===== src/rtl/alu_pkg.sv =====
// rtl/alu_pkg.sv - shared ALU op codes, divider FSM states and op decode helper
//
// Contents:
//   ALUCTR_W                      width of the alu_ctr op code
//   ALU_DIV/DIVU/REM/REMU         divide op codes, shared with the ALU decode
//   div_state_t                   divider sequencer states
//   is_div_op()                   true for the four RV32M divide op codes
package alu_pkg;

  localparam int ALUCTR_W = 5;

  localparam logic [ALUCTR_W-1:0] ALU_DIV  = 5'b01110;
  localparam logic [ALUCTR_W-1:0] ALU_DIVU = 5'b01111;
  localparam logic [ALUCTR_W-1:0] ALU_REM  = 5'b10000;
  localparam logic [ALUCTR_W-1:0] ALU_REMU = 5'b10001;

  typedef enum logic [1:0] {IDLE, CALC, DONE} div_state_t;

  function automatic logic is_div_op(input logic [ALUCTR_W-1:0] alu_ctr);
    return (alu_ctr == ALU_DIV) || (alu_ctr == ALU_DIVU) ||
           (alu_ctr == ALU_REM) || (alu_ctr == ALU_REMU);
  endfunction

endpackage


===== src/rtl/div_step.sv =====
// rtl/div_step.sv - one combinational radix-2 restoring divide step
//
// Ports:
//   rem       in   DATA_WIDTH  partial remainder (always < divisor)
//   quo       in   DATA_WIDTH  dividend bits still to shift in / quotient bits so far
//   divisor   in   DATA_WIDTH  unsigned divisor magnitude
//   rem_next  out  DATA_WIDTH  partial remainder after this step
//   quo_next  out  DATA_WIDTH  quotient register after this step
module div_step #(
  parameter int DATA_WIDTH = 32
) (
  input  logic [DATA_WIDTH-1:0] rem,
  input  logic [DATA_WIDTH-1:0] quo,
  input  logic [DATA_WIDTH-1:0] divisor,
  output logic [DATA_WIDTH-1:0] rem_next,
  output logic [DATA_WIDTH-1:0] quo_next
);

  // Shifted remainder needs one extra bit so the compare cannot overflow.
  logic [DATA_WIDTH:0] rem_sh;
  logic                ge;

  always_comb begin
    rem_sh   = {rem, quo[DATA_WIDTH-1]};
    ge       = (rem_sh >= {1'b0, divisor});
    quo_next = {quo[DATA_WIDTH-2:0], ge};
    // When ge, the true difference is below divisor, so the low bits are exact.
    rem_next = ge ? (rem_sh[DATA_WIDTH-1:0] - divisor) : rem_sh[DATA_WIDTH-1:0];
  end

endmodule


===== src/rtl/div_sequencer.sv =====
// rtl/div_sequencer.sv - multi-cycle RV32M DIV/DIVU/REM/REMU sequencer
//
// Ports:
//   clk      in   1             clock, all state on the rising edge
//   rst      in   1             synchronous active-high reset
//   start    in   1             request, sampled only in IDLE
//   flush    in   1             synchronous abort, drops any op in flight
//   alu_ctr  in   ALUCTR_WIDTH  op code (divide codes from alu_pkg)
//   alu_op1  in   DATA_WIDTH    dividend
//   alu_op2  in   DATA_WIDTH    divisor
//   busy     out  1             high while iterating (CALC)
//   done     out  1             one-cycle result-valid pulse (DONE)
//   result   out  DATA_WIDTH    registered result, held until the next op completes
module div_sequencer
  import alu_pkg::*;
#(
  parameter int DATA_WIDTH   = 32,
  parameter int ALUCTR_WIDTH = 5
) (
  input  logic                    clk,
  input  logic                    rst,
  input  logic                    start,
  input  logic                    flush,
  input  logic [ALUCTR_WIDTH-1:0] alu_ctr,
  input  logic [DATA_WIDTH-1:0]   alu_op1,
  input  logic [DATA_WIDTH-1:0]   alu_op2,
  output logic                    busy,
  output logic                    done,
  output logic [DATA_WIDTH-1:0]   result
);

  localparam int                    CNT_W    = $clog2(DATA_WIDTH + 1);
  localparam logic [CNT_W-1:0]      CNT_INIT = CNT_W'(DATA_WIDTH);
  localparam logic [CNT_W-1:0]      CNT_ONE  = CNT_W'(1);
  localparam logic [DATA_WIDTH-1:0] ZERO     = '0;
  localparam logic [DATA_WIDTH-1:0] ONES     = '1;
  localparam logic [DATA_WIDTH-1:0] MIN_NEG  = {1'b1, {(DATA_WIDTH-1){1'b0}}};

  div_state_t            state_q, state_d;
  logic [CNT_W-1:0]      cnt_q, cnt_d;
  logic [DATA_WIDTH-1:0] rem_q, rem_d;
  logic [DATA_WIDTH-1:0] quo_q, quo_d;
  logic [DATA_WIDTH-1:0] dvs_q, dvs_d;
  logic                  op_rem_q, op_rem_d;
  logic                  q_neg_q, q_neg_d;
  logic                  r_neg_q, r_neg_d;
  logic [DATA_WIDTH-1:0] result_q, result_d;

  logic [DATA_WIDTH-1:0] step_rem, step_quo;

  // Operand decode on the live inputs; only meaningful in the accept cycle.
  logic                  signed_op, is_rem_op, s1, s2, ovf_case;
  logic [DATA_WIDTH-1:0] abs1, abs2;

  assign signed_op = (alu_ctr == ALU_DIV) || (alu_ctr == ALU_REM);
  assign is_rem_op = (alu_ctr == ALU_REM) || (alu_ctr == ALU_REMU);
  assign s1        = signed_op & alu_op1[DATA_WIDTH-1];
  assign s2        = signed_op & alu_op2[DATA_WIDTH-1];
  assign abs1      = s1 ? (ZERO - alu_op1) : alu_op1;
  assign abs2      = s2 ? (ZERO - alu_op2) : alu_op2;
  assign ovf_case  = signed_op && (alu_op1 == MIN_NEG) && (alu_op2 == ONES);

  div_step #(.DATA_WIDTH(DATA_WIDTH)) u_step (
    .rem      (rem_q),
    .quo      (quo_q),
    .divisor  (dvs_q),
    .rem_next (step_rem),
    .quo_next (step_quo)
  );

  always_comb begin
    state_d  = state_q;
    cnt_d    = cnt_q;
    rem_d    = rem_q;
    quo_d    = quo_q;
    dvs_d    = dvs_q;
    op_rem_d = op_rem_q;
    q_neg_d  = q_neg_q;
    r_neg_d  = r_neg_q;
    result_d = result_q;

    unique case (state_q)
      IDLE: begin
        if (start && is_div_op(alu_ctr)) begin
          op_rem_d = is_rem_op;
          if (alu_op2 == ZERO) begin
            result_d = is_rem_op ? alu_op1 : ONES;
            state_d  = DONE;
          end else if (ovf_case) begin
            result_d = is_rem_op ? ZERO : MIN_NEG;
            state_d  = DONE;
          end else begin
            rem_d   = ZERO;
            quo_d   = abs1;
            dvs_d   = abs2;
            q_neg_d = s1 ^ s2;
            r_neg_d = s1;
            cnt_d   = CNT_INIT;
            state_d = CALC;
          end
        end
      end
      CALC: begin
        rem_d = step_rem;
        quo_d = step_quo;
        cnt_d = cnt_q - CNT_ONE;
        if (cnt_q == CNT_ONE) begin
          // Sign fix-up happens on the last step so result is ready with done.
          if (op_rem_q) result_d = r_neg_q ? (ZERO - step_rem) : step_rem;
          else          result_d = q_neg_q ? (ZERO - step_quo) : step_quo;
          state_d = DONE;
        end
      end
      DONE: begin
        state_d = IDLE;
      end
      default: begin
        state_d = IDLE;
      end
    endcase

    // Abort wins over any accept or completion in the same cycle.
    if (flush) begin
      state_d  = IDLE;
      result_d = result_q;
    end
  end

  always_ff @(posedge clk) begin
    if (rst) begin
      state_q  <= IDLE;
      cnt_q    <= '0;
      rem_q    <= '0;
      quo_q    <= '0;
      dvs_q    <= '0;
      op_rem_q <= 1'b0;
      q_neg_q  <= 1'b0;
      r_neg_q  <= 1'b0;
      result_q <= '0;
    end else begin
      state_q  <= state_d;
      cnt_q    <= cnt_d;
      rem_q    <= rem_d;
      quo_q    <= quo_d;
      dvs_q    <= dvs_d;
      op_rem_q <= op_rem_d;
      q_neg_q  <= q_neg_d;
      r_neg_q  <= r_neg_d;
      result_q <= result_d;
    end
  end

  assign busy   = (state_q == CALC);
  assign done   = (state_q == DONE);
  assign result = result_q;

endmodule

===== config.mk =====
export PLATFORM = sky130hd
export DESIGN_NAME = div_sequencer
export DESIGN_NICKNAME = d
export VERILOG_FILES = /design/src/rtl/alu_pkg.sv /design/src/rtl/div_step.sv /design/src/rtl/div_sequencer.sv
export SDC_FILE = /design/constraint.sdc
export NUM_CORES = 1
export LEC_CHECK = 0
export CORE_ASPECT_RATIO = 1.5
export CORE_MARGIN = 5
export CORE_UTILIZATION = 54
export DETAILED_ROUTE_END_ITERATION = 8
export PLACE_DENSITY_LB_ADDON = 0.05
export SETUP_SLACK_MARGIN = 0.1
export SLEW_MARGIN = 20
export SYNTH_ARGS = -nofsm -noshare
export SYNTH_HDL_FRONTEND = slang
export SYNTH_SLANG_ARGS = --single-unit

===== constraint.sdc =====
create_clock -name clk -period 4.3 [get_ports clk]
set_clock_uncertainty 0.2 [all_clocks]
set_input_delay 0.86 -clock clk [delete_from_list [all_inputs] [get_ports clk]]
set_output_delay 0.86 -clock clk [all_outputs]
set_load 0.01 [all_outputs]

==> results_dict.tcl <==
set metrics [dict create \
    synth_cells 1562 \
    viasPerCell 6.26 \
    cts_tree "done" \
    nets 1920 \
    row_count 65 \
    clock_latency_ns 0.44 \
    synth_seq_area_share_pct 24.1 \
    cts_htree_levels 4 \
    antenna_found_initial 0 \
    grt_pass1_vias 12800 \
    crit_family "compound AO/OA/AOI/OAI gates" \
    hold_ws_ns 0.236 \
    numCtsBuffers 17 \
    area_delta_synth_final_pct 32.5 \
    critical_path_class "reg -> reg" \
    cp-start-kind "register" \
    grt_pass1_wl_microns 66500 \
    fin_util_pct 72.7 \
    netlist_area_sq_um 11600 \
    hold_class "reg -> reg" \
    dp_hpwl_microns 32900 \
    ys_types 102 \
    path_max_fanout 4 \
    setup_viol 0 \
    crit_slowest_cell "or4_4" \
    final_common_cell "nor2_1" \
    clockBufferDepth 2 \
    ant_nets 0 \
    dieArea_sq_um 24500 \
    p_leak_nw 5.97 \
    stdcell_count 2088 \
    start_util_pct 54.9 \
    ir_drop_uv 342 \
    diodes 0 \
    design.core.area_sq_um 21100 \
    die_y_microns 189 \
    cp.arrival_ns 4.23 \
    required_ns 4.42 \
    clkSinkCount 139 \
    synth-main-ff-cell "dfxtp_1" \
    synth_fp_nets 1675 \
    hold_violations 0 \
    drtIter0Drc 1080 \
    final_cell_mix "nor2_1 (233), buf_4 (209), dfxtp_1 (131)" \
    clk_pin_slew_ns 0.07 \
    status "complete, no violations" \
    post-route-period-util_pct 95.8 \
    avgSynthCellArea_sq_um 7.40 \
    drc_errors 0 \
    slew_headroom_pct 31.2 \
    fp.dieW_microns 129 \
    portBuffers 106 \
    gr-total-overflow 0 \
    cp_num_buf_inv 4 \
    drv_slew 0 \
    ios 107 \
    cap_viol_max_count 0 \
    min_period_ns 4.12 \
    gp_routability_congestion 0.964 \
    max_freq_mhz 243 \
    async_reset_ff_share_pct 0 \
    track_usage_pct 34.1 \
    ys_seq_elements 139 \
    drtPass1Iterations 6 \
    power.density_nw_per_um2 349 \
    grt_max_degree 72 \
    wl_per_cell_microns 20.5 \
    root_buffer "clkbuf_16" \
    synth-edff-count 0 \
    max_stage_delay_ns 0.50 \
    routed_wl_microns 42800 \
    vias 13100 \
    path_cells "inv_2 > ha_4 > a21oi_4 > o211ai_1 > a221o_1 > o21ai_4 > nand2_4 > buf_4 > o21ai_2 > ha_4 > nand2_2 > nor3_2 > a31oi_1 > buf_4 > nand3b_4 > buf_6 > or4_4 > a21o_1 > a21oi_2 > o21ai_1" \
    power_mw 5.34 \
    yosys_warnings 0 \
    grt_setup_unrepaired "true" \
    drive_above_1_share_pct 21.0 \
    worst_slew_pin_slew_ns 1.03 \
    place_inst 2041 \
    nFillCells 1784 \
    cp-end-kind "register" \
]
-- worst paths after layout --
path / from / to / slack [ns] / depth (start not counted)
worst max-delay path: dvs_q[14] / result[28] / 0.18 / 20
worst min-delay path: result[8] / result[8] / 0.24 / 2
worst min register to register: result[8] / result[8] / 0.24 / 2
worst max register to register: dvs_q[14] / result[28] / 0.18 / 20
-- final cells by class --
| cell class | count | area, sq um | share of cell area, % |
|---|---|---|---|
| clock buffer | 18 | 450 | 2.94 |
| clock inverter | 14 | 136 | 0.891 |
| inverter | 58 | 220 | 1.44 |
| multi-input combinational | 1265 | 8570 | 55.9 |
| sequential | 139 | 2800 | 18.3 |
| tap | 268 | 335 | 2.19 |
| timing repair buffer | 326 | 2810 | 18.3 |
-- sequential cells by signal, indices dropped and copies added (netlist names) --
name / flops
cnt_q: 6
dvs_q: 32
op_rem_q: 1
q_neg_q: 1
quo_q: 32
r_neg_q: 1
rem_q: 32
result: 32
state_q: 2
-- through the flow --
stage | setup TNS (ns) | setup slack, ns | instance area [sq um]
floorplan | 0 | 0.0836 | 11700
global placement | -14.34 | -0.298 | 14200
detailed placement | -18.68 | -0.349 | 14200
CTS | 0 | 0.0998 | 14900
global route | 0 | 0.0388 | 15300
finish | 0 | 0.181 | 15300
-- synthesized netlist by cell type (10+ instances only) --
master | instances | share of area [%]
nor2_1 | 234 | 7.6
dfxtp_1 | 139 | 24
nand2_1 | 132 | 4.3
a21oi_1 | 117 | 5.1
o21ai_0 | 89 | 3.9
a211oi_1 | 80 | 5.2
xnor2_1 | 65 | 4.9
xor2_1 | 64 | 4.9
clkbuf_1 | 57 | 1.9
inv_1 | 56 | 1.8
nor3_1 | 43 | 1.9
ha_1 | 39 | 4.2
buf_2 | 32 | 1.4
o31ai_1 | 29 | 1.9
nand4_1 | 24 | 1.3
a22oi_1 | 21 | 1.4
nand3_1 | 20 | 0.87
mux2i_1 | 17 | 1.5
o211ai_1 | 17 | 1.1
or3_1 | 17 | 0.92
o221ai_1 | 16 | 1.2
a21o_1 | 14 | 0.91
nor4_1 | 13 | 0.70
and3_1 | 12 | 0.65
nand2b_1 | 12 | 0.65
and2_1 | 11 | 0.60
or4_1 | 10 | 0.65
-- worst reg2reg max path: cells and delay by family, from the launching register on --
family	cells	cell delay (ns)
and+or+nand+nor	5	0.97
AOI/OAI and AO/OA	9	1.55
DFF	1	0.33
adders and majority gates	2	0.43
buffers and inverters	4	0.50
-- cell families after synthesis --
group           after synthesis  share of synthesized area [%]
compound gates              491                           29.2
simple gates                583                           24.5
flops                       139                           24.1
xor+xnor                    129                           9.78
mux                          22                           2.08
buf+inv                     158                           6.04
fa+ha+maj                    40                           4.40
-- power breakdown --
| group | total [mW] | switching [mW] | internal [mW] |
|---|---|---|---|
| Clock | 1.50 | 0.656 | 0.840 |
| Sequential | 1.35 | 0.0330 | 1.32 |
| Combinational | 2.49 | 1.38 | 1.11 |
| Total | 5.34 | 2.07 | 3.27 |
-- routing by layer --
| layer | vias up | global-route usage [%] | wire, microns |
|---|---|---|---|
| met1 | 6112 | 37.7 | 15700 |
| met3 | 167 | 4.04 | 2320 |
| met4 | 0 | 25.4 | 3410 |
| met5 | - | 0 | 0 |
| li1 | 6182 | - | - |
| met2 | 606 | 58.9 | 21400 |
-- timing repair --
item | in CTS | in global routing
buffers inserted | 2 | 13
gates resized for setup | 11 | 66
pin swaps | 6 | 28
gates cloned | 0 | 0
setup endpoints to repair | 6 | 23
hold buffers | 0 | 0
Power figures use the tool's default switching activity.
